==> src/rtl/writeback_ctrl.sv <==
// writeback_ctrl: register-file writer and hazard scoreboard.
// Tracks in-flight writes to 16 registers, stalls issue on RAW/WAW hazards,
// buffers in-order results in a 2-entry FIFO and commits one per cycle.
// Optional build macro: WB_BYPASS_EN. It lets a source or destination that
// matches the register committing this cycle issue without a stall, and it
// drives FWD_A/FWD_B.
module writeback_ctrl (
    input  logic       CLK,
    input  logic       RST,
    input  logic       ISS_VALID,
    input  logic [3:0] ISS_A,
    input  logic       ISS_USE_A,
    input  logic [3:0] ISS_B,
    input  logic       ISS_USE_B,
    input  logic [3:0] ISS_W,
    input  logic       ISS_WEN,
    output logic       ISS_READY,
    input  logic       RES_VALID,
    input  logic [3:0] RES_W,
    input  logic [7:0] RES_DATA,
    output logic       RES_READY,
    output logic [3:0] W,
    output logic       Write,
    output logic [7:0] DATA,
    output logic       FWD_A,
    output logic       FWD_B,
    output logic       IDLE
);

    logic [15:0] r_pend;
    logic [1:0]  r_cnt;
    logic [3:0]  r_q0_w;
    logic [7:0]  r_q0_d;
    logic [3:0]  r_q1_w;
    logic [7:0]  r_q1_d;

    logic        w_commit;
    logic        w_push;
    logic        w_hazard;
    logic        w_accept;
    logic [15:0] w_clr;
    logic [15:0] w_set;
    logic [15:0] w_pend_chk;

    // Commit, FIFO handshake and scoreboard set/clear masks
    always_comb begin
        w_commit = (r_cnt != 2'd0);
        w_push   = RES_VALID & RES_READY;
        w_clr    = w_commit ? (16'd1 << r_q0_w) : 16'd0;
`ifdef WB_BYPASS_EN
        // The committing register's value is on DATA this cycle, so it no
        // longer blocks issue.
        w_pend_chk = r_pend & ~w_clr;
`else
        w_pend_chk = r_pend;
`endif
        w_hazard = (ISS_USE_A & w_pend_chk[ISS_A]) |
                   (ISS_USE_B & w_pend_chk[ISS_B]) |
                   (ISS_WEN   & w_pend_chk[ISS_W]);
        w_accept = ISS_VALID & ~w_hazard;
        w_set    = (w_accept & ISS_WEN) ? (16'd1 << ISS_W) : 16'd0;
    end

    // Output decode from registered state and the issue inputs
    always_comb begin
        ISS_READY = ~w_hazard;
        RES_READY = (r_cnt < 2'd2);
        Write     = w_commit;
        W         = w_commit ? r_q0_w : 4'd0;
        DATA      = w_commit ? r_q0_d : 8'd0;
        IDLE      = (r_pend == 16'd0) & (r_cnt == 2'd0);
`ifdef WB_BYPASS_EN
        FWD_A     = w_commit & ISS_USE_A & (ISS_A == r_q0_w);
        FWD_B     = w_commit & ISS_USE_B & (ISS_B == r_q0_w);
`else
        FWD_A     = 1'b0;
        FWD_B     = 1'b0;
`endif
    end

    // Scoreboard update: a set in the same cycle as a clear wins
    always_ff @(posedge CLK) begin
        if (!RST) begin
            r_pend <= 16'd0;
        end else begin
            r_pend <= (r_pend & ~w_clr) | w_set;
        end
    end

    // Result FIFO: entry 0 is always the head, so a pop shifts entry 1 down
    always_ff @(posedge CLK) begin
        if (!RST) begin
            r_cnt  <= 2'd0;
            r_q0_w <= 4'd0;
            r_q0_d <= 8'd0;
            r_q1_w <= 4'd0;
            r_q1_d <= 8'd0;
        end else begin
            case (r_cnt)
                2'd0: begin
                    if (w_push) begin
                        r_q0_w <= RES_W;
                        r_q0_d <= RES_DATA;
                        r_cnt  <= 2'd1;
                    end
                end
                2'd1: begin
                    // The head always commits here; a push replaces it
                    if (w_push) begin
                        r_q0_w <= RES_W;
                        r_q0_d <= RES_DATA;
                    end else begin
                        r_cnt  <= 2'd0;
                    end
                end
                default: begin
                    // Full: no push is accepted, the head pops
                    r_q0_w <= r_q1_w;
                    r_q0_d <= r_q1_d;
                    r_cnt  <= 2'd1;
                end
            endcase
        end
    end

endmodule

==> config.mk <==
export PLATFORM = sky130hd
export DESIGN_NAME = writeback_ctrl
export DESIGN_NICKNAME = d
export VERILOG_FILES = /design/src/rtl/writeback_ctrl.sv
export SDC_FILE = /design/constraint.sdc
export NUM_CORES = 1
export LEC_CHECK = 0
export BUFFER_PORTS_ARGS = -buffer_cell sky130_fd_sc_hd__buf_2
export CORE_AREA = 2 2 68 70
export CTS_CLUSTER_SIZE = 14
export DETAILED_ROUTE_END_ITERATION = 10
export DIE_AREA = 0 0 70 72
export PLACE_DENSITY = 0.71
export SYNTH_ARGS = -nofsm -noshare
export SYNTH_HDL_FRONTEND = slang
export SYNTH_SLANG_ARGS = --single-unit
==> constraint.sdc <==
create_clock -name CLK -period 2.46 [get_ports CLK]
set_clock_uncertainty 0.1 [all_clocks]
set_input_delay 0.246 -clock CLK [delete_from_list [all_inputs] [get_ports CLK]]
set_output_delay 0.246 -clock CLK [all_outputs]
set_load 0.1 [all_outputs]
==> results.toml <==
[routing]
wl_um = 4820
drtIter0Drc = 119
route.detailed.drc = 0
via_per_inst = 5.85
vias = 1727
wire_per_inst_um = 16.3
firstDrtPassIters = 4
antenna_left = 0

[clocking]
cts.path.max_buffers = 2
h-tree-depth = 2
hold_buffers = 0
path_clk_slew_ps = 60
cts.repair.resized = 0
clkSinkCount = 29
cts_setup_buffers = 0
cts_buffers = 5
clk_latency_ps = 280
cts_tree = "yes"
cts_root_buffer = "clkbuf_8"

[place]
io_buffers = 45
dp.cells = 287
gp_congestion = 0.938
dp_hpwl_um = 3540

[job]
cap_violations = 0

[die]
initial_core_util_pct = 44.0
dieArea_mm2 = 0.00504
core-area_mm2 = 0.00426
ios = 49
rows = 24
die_y_um = 72
dieWidth_um = 70

[power]
ir_drop_uv = 386
cellLeakagePower_nw = 0.980
power_density_mw_per_mm2 = 528

[synthesis]
synth_area_mm2 = 0.00188
yosys.area.top_type = "dfxtp_1"
synth_cell_types = 34
netlist_instances = 194
ys_warn_count = 0
yosys.area.top_type_share_pct = 31.0
ys_top_cells_by_area = "dfxtp_1 31%, mux2i_1 12%, mux4_2 7.2%, nor2b_1 5.3%, o211ai_1 4.8%"
ys_ff_latch = 29
synth.avg_cell_area_um2 = 9.67
ys_seq_area_share_pct = 31.0

[final_layout]
n_antenna_cell = 0
instances_no_fill = 295
drive_above_1_share_pct = 34.6
nets = 273
area_delta_synth_final_pct = 22.9
nFillCells = 392

[global_routing]
grt_max_degree = 30
gr-usage-all-layers_pct = 20.1
antenna_found_initial = 0
grt_pass1_vias = 1688
grt_pass1_wl_um = 8070
grt.overflow.total = 0

[sta]
finalMaxSlewViolations = 0
hold_violations = 0
period_needed_ps = 2360
setup_viol = 0
fmax_mhz = 424
rsz0062_at_grt = "false"
fin_tns_setup_ps = 0
timing.final.crit_share_pct = 96.0

[min_path]
hold_path.class = "in2reg"

[setup_path]
crit_required_ps = 2110
critPathLaunchType = "flop"
cp_max_fo = 15
end_kind = "output pin"
critPathKind = "reg2out"
cp.arrival_ps = 2010

[outcome]
status = "finished, final reports clean"
power by group:
group	switching (W)	total, W	internal (W)	leakage, nW
Combinational	0.000191	0.000281	0.0000900	0.689
Sequential	0.0000167	0.000502	0.000485	0.237
Clock	0.000182	0.000434	0.000252	0.0542
Total	0.000389	0.00122	0.000828	0.980
cells by family after synthesis:
family	Yosys count	share of synthesized area (%)
AO/OA/AOI/OAI	42	20.6
buffers and inverters	20	5.47
flip-flops	29	31.0
multiplexers	30	20.1
other	2	0.400
AND/OR/NAND/NOR	71	22.5
synth_stat cells, drive strengths merged:
cell	number
o31ai	4
o21ai	2
nor2b	16
nand3	5
o211ai	12
nand3b	4
inv	4
nor2	7
buf	8
mux2i	23
nand2	6
nand4	3
mux2	1
o311a	1
and2	13
o311ai	4
a22oi	4
nand4b	1
nand2b	6
o41ai	10
conb	2
or3	5
nor4	4
dfxtp	29
clkbuf	8
mux4	6
or3b	1
o2111ai	5
routing by layer:
metal  GRT usage, %  share of wire [%]  vias to the layer above
li1               -                  -                      836
met1           25.2                 43                      797
met2           34.0                 47                       86
met3           4.72                9.2                        8
met4           7.69                1.6                        0
met5              0                  0                        -
stage by stage:
step	area, um^2	hold WS, ps	util (%)	setup slack [ps]	total power, W
after floorplan	1900	315	-	93.5	0.000718
after global placement	2200	389	51.7	305	0.000787
after detailed placement	2200	408	51.7	286	0.000792
after CTS	2310	105	54.1	96.9	0.00123
after global routing	2310	132	54.1	18.6	0.00127
final	2310	119	54.1	99.4	0.00122
flip-flops by register name, summed over array words and instances (netlist names):
register / flops
r_cnt: 1
r_pend: 16
r_q0_d: 8
r_q0_w: 4
worst paths after layout:
check / depth (start not counted) / slack (ps) / startpoint / endpoint
max: 6 / 100 / r_pend[1]$_SDFF_PN0_ / ISS_READY
min: 3 / 120 / RES_DATA[6] / r_q0_d[6]$_SDFFE_PN0P_
max reg2reg: 5 / 310 / r_pend[1]$_SDFF_PN0_ / r_pend[11]$_SDFF_PN0_
min reg2reg: 2 / 420 / r_q0_d[4]$_SDFFE_PN0P_ / r_q0_d[4]$_SDFFE_PN0P_
cells in the final DEF, fill, tap and decap left out, types with 2 or more instances in the layout:
cell,instances
nand2_1,6
inv_1,4
o41ai_2,5
o31ai_1,4
mux2i_1,23
o2111ai_2,2
or3_1,5
buf_4,11
nand3_1,5
nand3b_1,4
o21ai_0,2
o211ai_1,12
conb_1,3
buf_2,44
dfxtp_1,28
and2_1,12
mux4_2,6
nor2b_1,16
o41ai_1,5
a22oi_1,4
nand2b_1,6
nand4_1,2
nor4_1,3
o2111ai_1,3
nor2_1,6
o311ai_0,4
clkbuf_8,7
cell type report:
class	instances	area [um^2]	share of cell area, %
Multi-Input combinational cell	146	1220	52.9
Sequential cell	29	582	25.2
Timing Repair Buffer	56	323	14.0
Clock buffer	7	96.3	4.18
Tap cell	52	65.1	2.82
Inverter	4	15.0	0.651
Clock inverter	1	5.00	0.217
worst max-delay path, cell delays in order, from the launching register on:
cell and delay [ps]:
dfxtp_1 380, mux4_2 480, o2111ai_1 270, nand2_1 90, buf_4 220, nor2_4 110, buf_12 180
(Power assumes the default switching activity.)
